## config.mk

```make
export PLATFORM = sky130hd
export DESIGN_NAME = mem_arbiter
export DESIGN_NICKNAME = d
export VERILOG_FILES = /design/src/rtl/mem_arb_pkg.sv /design/src/rtl/arb_rr2.sv /design/src/rtl/mem_arbiter.sv
export SDC_FILE = /design/constraint.sdc
export NUM_CORES = 1
export LEC_CHECK = 0
export CORE_MARGIN = 1
export CORE_UTILIZATION = 34
export DETAILED_ROUTE_END_ITERATION = 10
export PLACE_DENSITY = 0.77
export SYNTH_ARGS = -nofsm -noshare
export SYNTH_HDL_FRONTEND = slang
export SYNTH_SLANG_ARGS = --single-unit
```

## constraint.sdc

```tcl
create_clock -name iClk -period 1.74 [get_ports iClk]
set_input_delay 0.348 -clock iClk [delete_from_list [all_inputs] [get_ports iClk]]
set_output_delay 0.348 -clock iClk [all_outputs]
set_load 0.03 [all_outputs]
```

## src/rtl/mem_arb_pkg.sv

```systemverilog
// rtl/mem_arb_pkg.sv - shared types and constants for the two-master memory arbiter
package mem_arb_pkg;

   typedef enum logic [1:0] {
      IDLE = 2'd0,
      BUSY = 2'd1,
      DONE = 2'd2
   } state_t;

   typedef enum logic {
      OP_RD = 1'b0,
      OP_WR = 1'b1
   } op_t;

   localparam logic M_CPU = 1'b0;
   localparam logic M_AUX = 1'b1;

endpackage

```

## src/rtl/arb_rr2.sv

```systemverilog
// rtl/arb_rr2.sv - two-way round-robin grant; priority flips to the loser of every grant
module arb_rr2
   import mem_arb_pkg::*;
(
   input  logic [1:0] i_req,
   input  logic       i_prio,
   input  logic       i_en,
   output logic [1:0] o_grant,
   output logic       o_next_prio
);

   always_comb begin
      o_grant = 2'b00;
      if (i_en) begin
         if (&i_req) begin
            o_grant = (i_prio == M_AUX) ? 2'b10 : 2'b01;
         end else begin
            o_grant = i_req;
         end
      end
      o_next_prio = i_prio;
      if (o_grant[M_CPU]) begin
         o_next_prio = M_AUX;
      end else if (o_grant[M_AUX]) begin
         o_next_prio = M_CPU;
      end
   end

endmodule

```

## src/rtl/mem_arbiter.sv

```systemverilog
// rtl/mem_arbiter.sv - shares one memory port between CPU and loader/DMA with wait-state timeout
module mem_arbiter
   import mem_arb_pkg::*;
#(
   parameter int ADDR_W  = 32,
   parameter int DATA_W  = 32,
   parameter int TIMEOUT = 15
) (
   input  logic              iClk,
   input  logic              nRst,
   input  logic              iRd0,
   input  logic              iWr0,
   input  logic [ADDR_W-1:0] iAddr0,
   input  logic [DATA_W-1:0] iWData0,
   output logic [DATA_W-1:0] oRData0,
   output logic              oDone0,
   input  logic              iRd1,
   input  logic              iWr1,
   input  logic [ADDR_W-1:0] iAddr1,
   input  logic [DATA_W-1:0] iWData1,
   output logic [DATA_W-1:0] oRData1,
   output logic              oDone1,
   output logic              oErr,
   output logic [ADDR_W-1:0] oMemAddr,
   output logic [DATA_W-1:0] oMemData,
   output logic              oMemRead,
   output logic              oMemWrite,
   input  logic [DATA_W-1:0] iMemData,
   input  logic              iMemReady
);

   localparam logic [7:0] TO_LIMIT = 8'(TIMEOUT);

   state_t            r_state;
   op_t               r_op;
   logic              r_gnt;
   logic              r_prio;
   logic [7:0]        r_cnt;
   logic [ADDR_W-1:0] r_mem_addr;
   logic [DATA_W-1:0] r_mem_data;
   logic              r_mem_rd;
   logic              r_mem_wr;
   logic [DATA_W-1:0] r_rdata;
   logic              r_done0;
   logic              r_done1;
   logic              r_err;

   logic [1:0]        w_req;
   logic [1:0]        w_grant;
   logic              w_next_prio;
   logic              w_sel;
   op_t               w_op;
   logic [ADDR_W-1:0] w_addr;
   logic [DATA_W-1:0] w_wdata;
   logic              w_fin;

   assign w_req   = {iRd1 | iWr1, iRd0 | iWr0};
   assign w_sel   = w_grant[M_AUX];
   assign w_op    = (w_sel ? iWr1 : iWr0) ? OP_WR : OP_RD;
   assign w_addr  = w_sel ? iAddr1 : iAddr0;
   assign w_wdata = w_sel ? iWData1 : iWData0;
   // An access ends on ready or once the wait budget is exhausted
   assign w_fin   = (r_state == BUSY) && (iMemReady || (r_cnt == TO_LIMIT));

   arb_rr2 u_arb (
      .i_req       (w_req),
      .i_prio      (r_prio),
      .i_en        (r_state == IDLE),
      .o_grant     (w_grant),
      .o_next_prio (w_next_prio)
   );

   always_ff @(posedge iClk or negedge nRst) begin
      if (!nRst) begin
         r_state    <= IDLE;
         r_op       <= OP_RD;
         r_gnt      <= M_CPU;
         r_prio     <= M_CPU;
         r_cnt      <= '0;
         r_mem_addr <= '0;
         r_mem_data <= '0;
         r_mem_rd   <= 1'b0;
         r_mem_wr   <= 1'b0;
         r_rdata    <= '0;
         r_done0    <= 1'b0;
         r_done1    <= 1'b0;
         r_err      <= 1'b0;
      end else begin
         case (r_state)
            IDLE: begin
               if (|w_grant) begin
                  r_gnt      <= w_sel;
                  r_prio     <= w_next_prio;
                  r_op       <= w_op;
                  r_mem_addr <= w_addr;
                  r_mem_data <= (w_op == OP_WR) ? w_wdata : '0;
                  r_mem_rd   <= (w_op == OP_RD);
                  r_mem_wr   <= (w_op == OP_WR);
                  r_cnt      <= '0;
                  r_state    <= BUSY;
               end
            end
            BUSY: begin
               if (w_fin) begin
                  if (iMemReady) begin
                     if (r_op == OP_RD) begin
                        r_rdata <= iMemData;
                     end
                     r_err <= 1'b0;
                  end else begin
                     r_rdata <= '0;
                     r_err   <= 1'b1;
                  end
                  r_mem_rd <= 1'b0;
                  r_mem_wr <= 1'b0;
                  r_done0  <= (r_gnt == M_CPU);
                  r_done1  <= (r_gnt == M_AUX);
                  r_state  <= DONE;
               end else begin
                  r_cnt <= r_cnt + 8'd1;
               end
            end
            DONE: begin
               r_done0 <= 1'b0;
               r_done1 <= 1'b0;
               r_state <= IDLE;
            end
            default: r_state <= IDLE;
         endcase
      end
   end

   assign oRData0   = r_rdata;
   assign oRData1   = r_rdata;
   assign oDone0    = r_done0;
   assign oDone1    = r_done1;
   assign oErr      = r_err;
   assign oMemAddr  = r_mem_addr;
   assign oMemData  = r_mem_data;
   assign oMemRead  = r_mem_rd;
   assign oMemWrite = r_mem_wr;

endmodule
```

==> flow_summary_export.csv <==
group,metric,value,unit
cts,clock_latency,0.41,ns
route,vias,4572,
worst_setup_path,crit_type,"register to register",
cts,htreeDepth,4,
synthesis,synth_edf_count,0,
worst_setup_path,worst-path-max-fanout,4,
worst_setup_path,required,2.03,ns
synthesis,synthFlopType,"dfrtp_1",
finish,area_delta_synth_final,71.5,%
synthesis,synthTopCellsByArea,"dfrtp_1 56%, a22o_1 11%, mux2i_1 6.5%",
worst_setup_path,cp-end-kind,"register",
timing,drv_slew,0,
finish,antennaDiodeCount,0,
synthesis,async_reset_ff_frac,1.00,
finish,drive_gt1_frac,0.0986,
worst_setup_path,startpoint,"r_cnt[4]",
placed_design,dp_slack,-0.308,ns
worst_setup_path,cp.arrival,2.02,ns
global_route,antenna_found_initial,0,
timing,worstMarginPinSlew,0.432,ns
floorplan,io_pins,300,
run,maxCapViolations,0,
pwr,irDropWorstVdd,0.686,mV
synthesis,synth_area,5080,µm²
timing,hold_violations,0,
synthesis,yosys.cell_types.count,39,
route,postRouteAntennaNets,0,
timing,fin_crit_sh,0.991,
pwr,leakage,4.45,nW
placed_design,io_buffers,299,
timing,finalCriticalPeriod,1.72,ns
synthesis,synth_seq_cells,114,
timing,fin_skew,0.00746,ns
global_route,grt.overflow.total,0,
global_route,grt_start_max_net_pins,47,
floorplan,fp.dieW,124,µm
floorplan,row_count,44,
timing,fin_hold_ws,0.429,ns
synthesis,netlist_instances,438,
global_route,grt_pass1_wl,25200,µm
timing,rsz0062_at_grt,"true",
route,drt_iter0_markers,166,
floorplan,core,14500,µm²
route,wl_per_cell,16.8,µm
synthesis,syn_area_per_cell,11.6,µm²
route,remaining_drc_errors,0,
synthesis,synth.top_cells.by_count,"114 x dfrtp_1, 64 x a22o_1, 43 x nand2_1",
route,wl,15500,µm
floorplan,dieArea,15400,µm²
floorplan,start_util,0.350,
finish,nNetsFinal,895,
worst_setup_path,start_kind,"register",
synthesis,synth.largest_area_cell,"dfrtp_1",
worst_setup_path,ff2ff_path_depth,4,
cts,cts_root_buf,"clkbuf_16",
placed_design,placed_area,8280,µm²
timing,slew_headroom,0.712,
route,vias_per_cell,4.95,
finish,stdcell_area,8710,µm²
min_path,holdCritPathClass,"primary input to async pin",
synthesis,synthesis.nets,606,
synthesis,ys_seq_area_frac,0.562,
floorplan,die-height,124,µm
cts,path_clk_slew,0.05,ns
cts,cts_tree,"yes",
worst_setup_path,reg2reg_from,"r_cnt[4]",
worst_setup_path,reg2reg_slack,0.02,ns
timing,fmax,580,MHz
synthesis,synth_top_cell_area_share,0.562,
cts,cts_buffer_depth,2,
cts,cts_made_buffers,17,
placed_design,dp_hpwl,11900,µm
placed_design,routabilityCongestion,0.827,
finish,final_util,0.599,
timing,fin_ws,0.0153,ns
synthesis,yosysMostFrequentCell,"dfrtp_1",
synthesis,synth_warnings,0,
pwr,powerDensity,1920,nW/µm²
global_route,track_usage,0.209,
run_status,status,"finished clean",
worst_setup_path,timing.rr.end,"oDone1",
global_route,first_global_vias,4812,
route,firstDrtPassIters,5,
timing,setup_violations,0,
cts,clock_sinks,114,
==> power breakdown <==
group | internal [W] | total, W | switching, W
sequential | 0.00383 | 0.00459 | 0.000760
combinational | 0.00345 | 0.00881 | 0.00536
clock | 0.00216 | 0.00332 | 0.00116
total | 0.00944 | 0.0167 | 0.00728
==> layout make-up <==
type / instances / area [µm²]
timing repair buffer: 329 / 3160
tap: 184 / 230
inverter: 3 / 11.3
multi-input combinational: 262 / 1880
fill: 1251 / 5820
clock buffer: 21 / 460
sequential: 114 / 2850
clock inverter: 11 / 111
==> placed cells by master (no fill, tap or decap), types with 17 or more instances in the layout <==
master / instances
clkdlybuf4s50_1: 165
dlygate4sd2_1: 133
dfrtp_1: 114
a22o_1: 64
nand2_1: 43
mux2i_1: 33
a21o_1: 32
o21ai_0: 22
buf_4: 21
clkbuf_16: 17
==> worst max path at each step <==
| stage | to | depth (start not counted) | slack [ns] |
|---|---|---|---|
| floorplan | oDone1 | 4 | 0.06 |
| global placement | oMemAddr[9] | 6 | -0.25 |
| detailed placement | oMemAddr[10] | 6 | -0.31 |
| CTS | oDone1 | 4 | 0.01 |
| global route | oRData0[16] | 5 | -0.02 |
| finish | oDone1 | 4 | 0.02 |
==> sequential cells by signal, indices dropped and copies added, names as in the netlist <==
name / count
oDone0: 1
oDone1: 1
oErr: 1
oMemAddr: 32
oMemData: 32
oMemRead: 1
oMemWrite: 1
oRData0: 32
r_cnt: 8
r_gnt: 1
r_op: 1
r_prio: 1
r_state: 2
==> cells by family (layout without fill, tap and decap cells) <==
| logic type | after synthesis | after routing | synth area share |
|---|---|---|---|
| AOI/OAI and AO/OA | 152 | 152 | 0.226 |
| xor gates and xnor gates | 3 | 3 | 0.00517 |
| adders and majority gates | 1 | 1 | 0.00246 |
| buffers and inverters | 62 | 364 | 0.0746 |
| DFF | 114 | 114 | 0.562 |
| muxes | 33 | 33 | 0.0650 |
| and+or+nand+nor | 73 | 73 | 0.0648 |
==> worst max-delay path: stages (launching register included) <==
cell     delay [ns]
dfrtp_1        0.37
or4_4          0.57
o21a_1         0.22
or2_1          0.23
a31o_1         0.22
==> through the flow <==
stage / TNS (ns) / std cells / total power, W
floorplan: 0 / 438 / 0.0105
global placement: -14.50 / 889 / 0.0143
detailed placement: -17.88 / 889 / 0.0145
CTS: 0 / 923 / 0.0169
global route: -0.0426 / 924 / 0.0176
finish: 0 / 924 / 0.0167
==> what timing repair did <==
action,CTS,global route
pin swaps,3,2
hold buffers,1,0
setup endpoints to repair,136,30
endpoints found under the hold margin,28,0
buffers inserted,1,1
gates resized for setup,133,2
==> per-layer routing <==
| metal | vias to the layer above | part of all wire | GRT usage |
|---|---|---|---|
| met5 | - | 0 | 0 |
| met4 | 0 | 0.027 | 0.0992 |
| met3 | 27 | 0.082 | 0.0776 |
| met2 | 229 | 0.50 | 0.358 |
| met1 | 2172 | 0.39 | 0.226 |
| li1 | 2144 | - | - |
No activity file was read; power rests on OpenSTA's default activity.
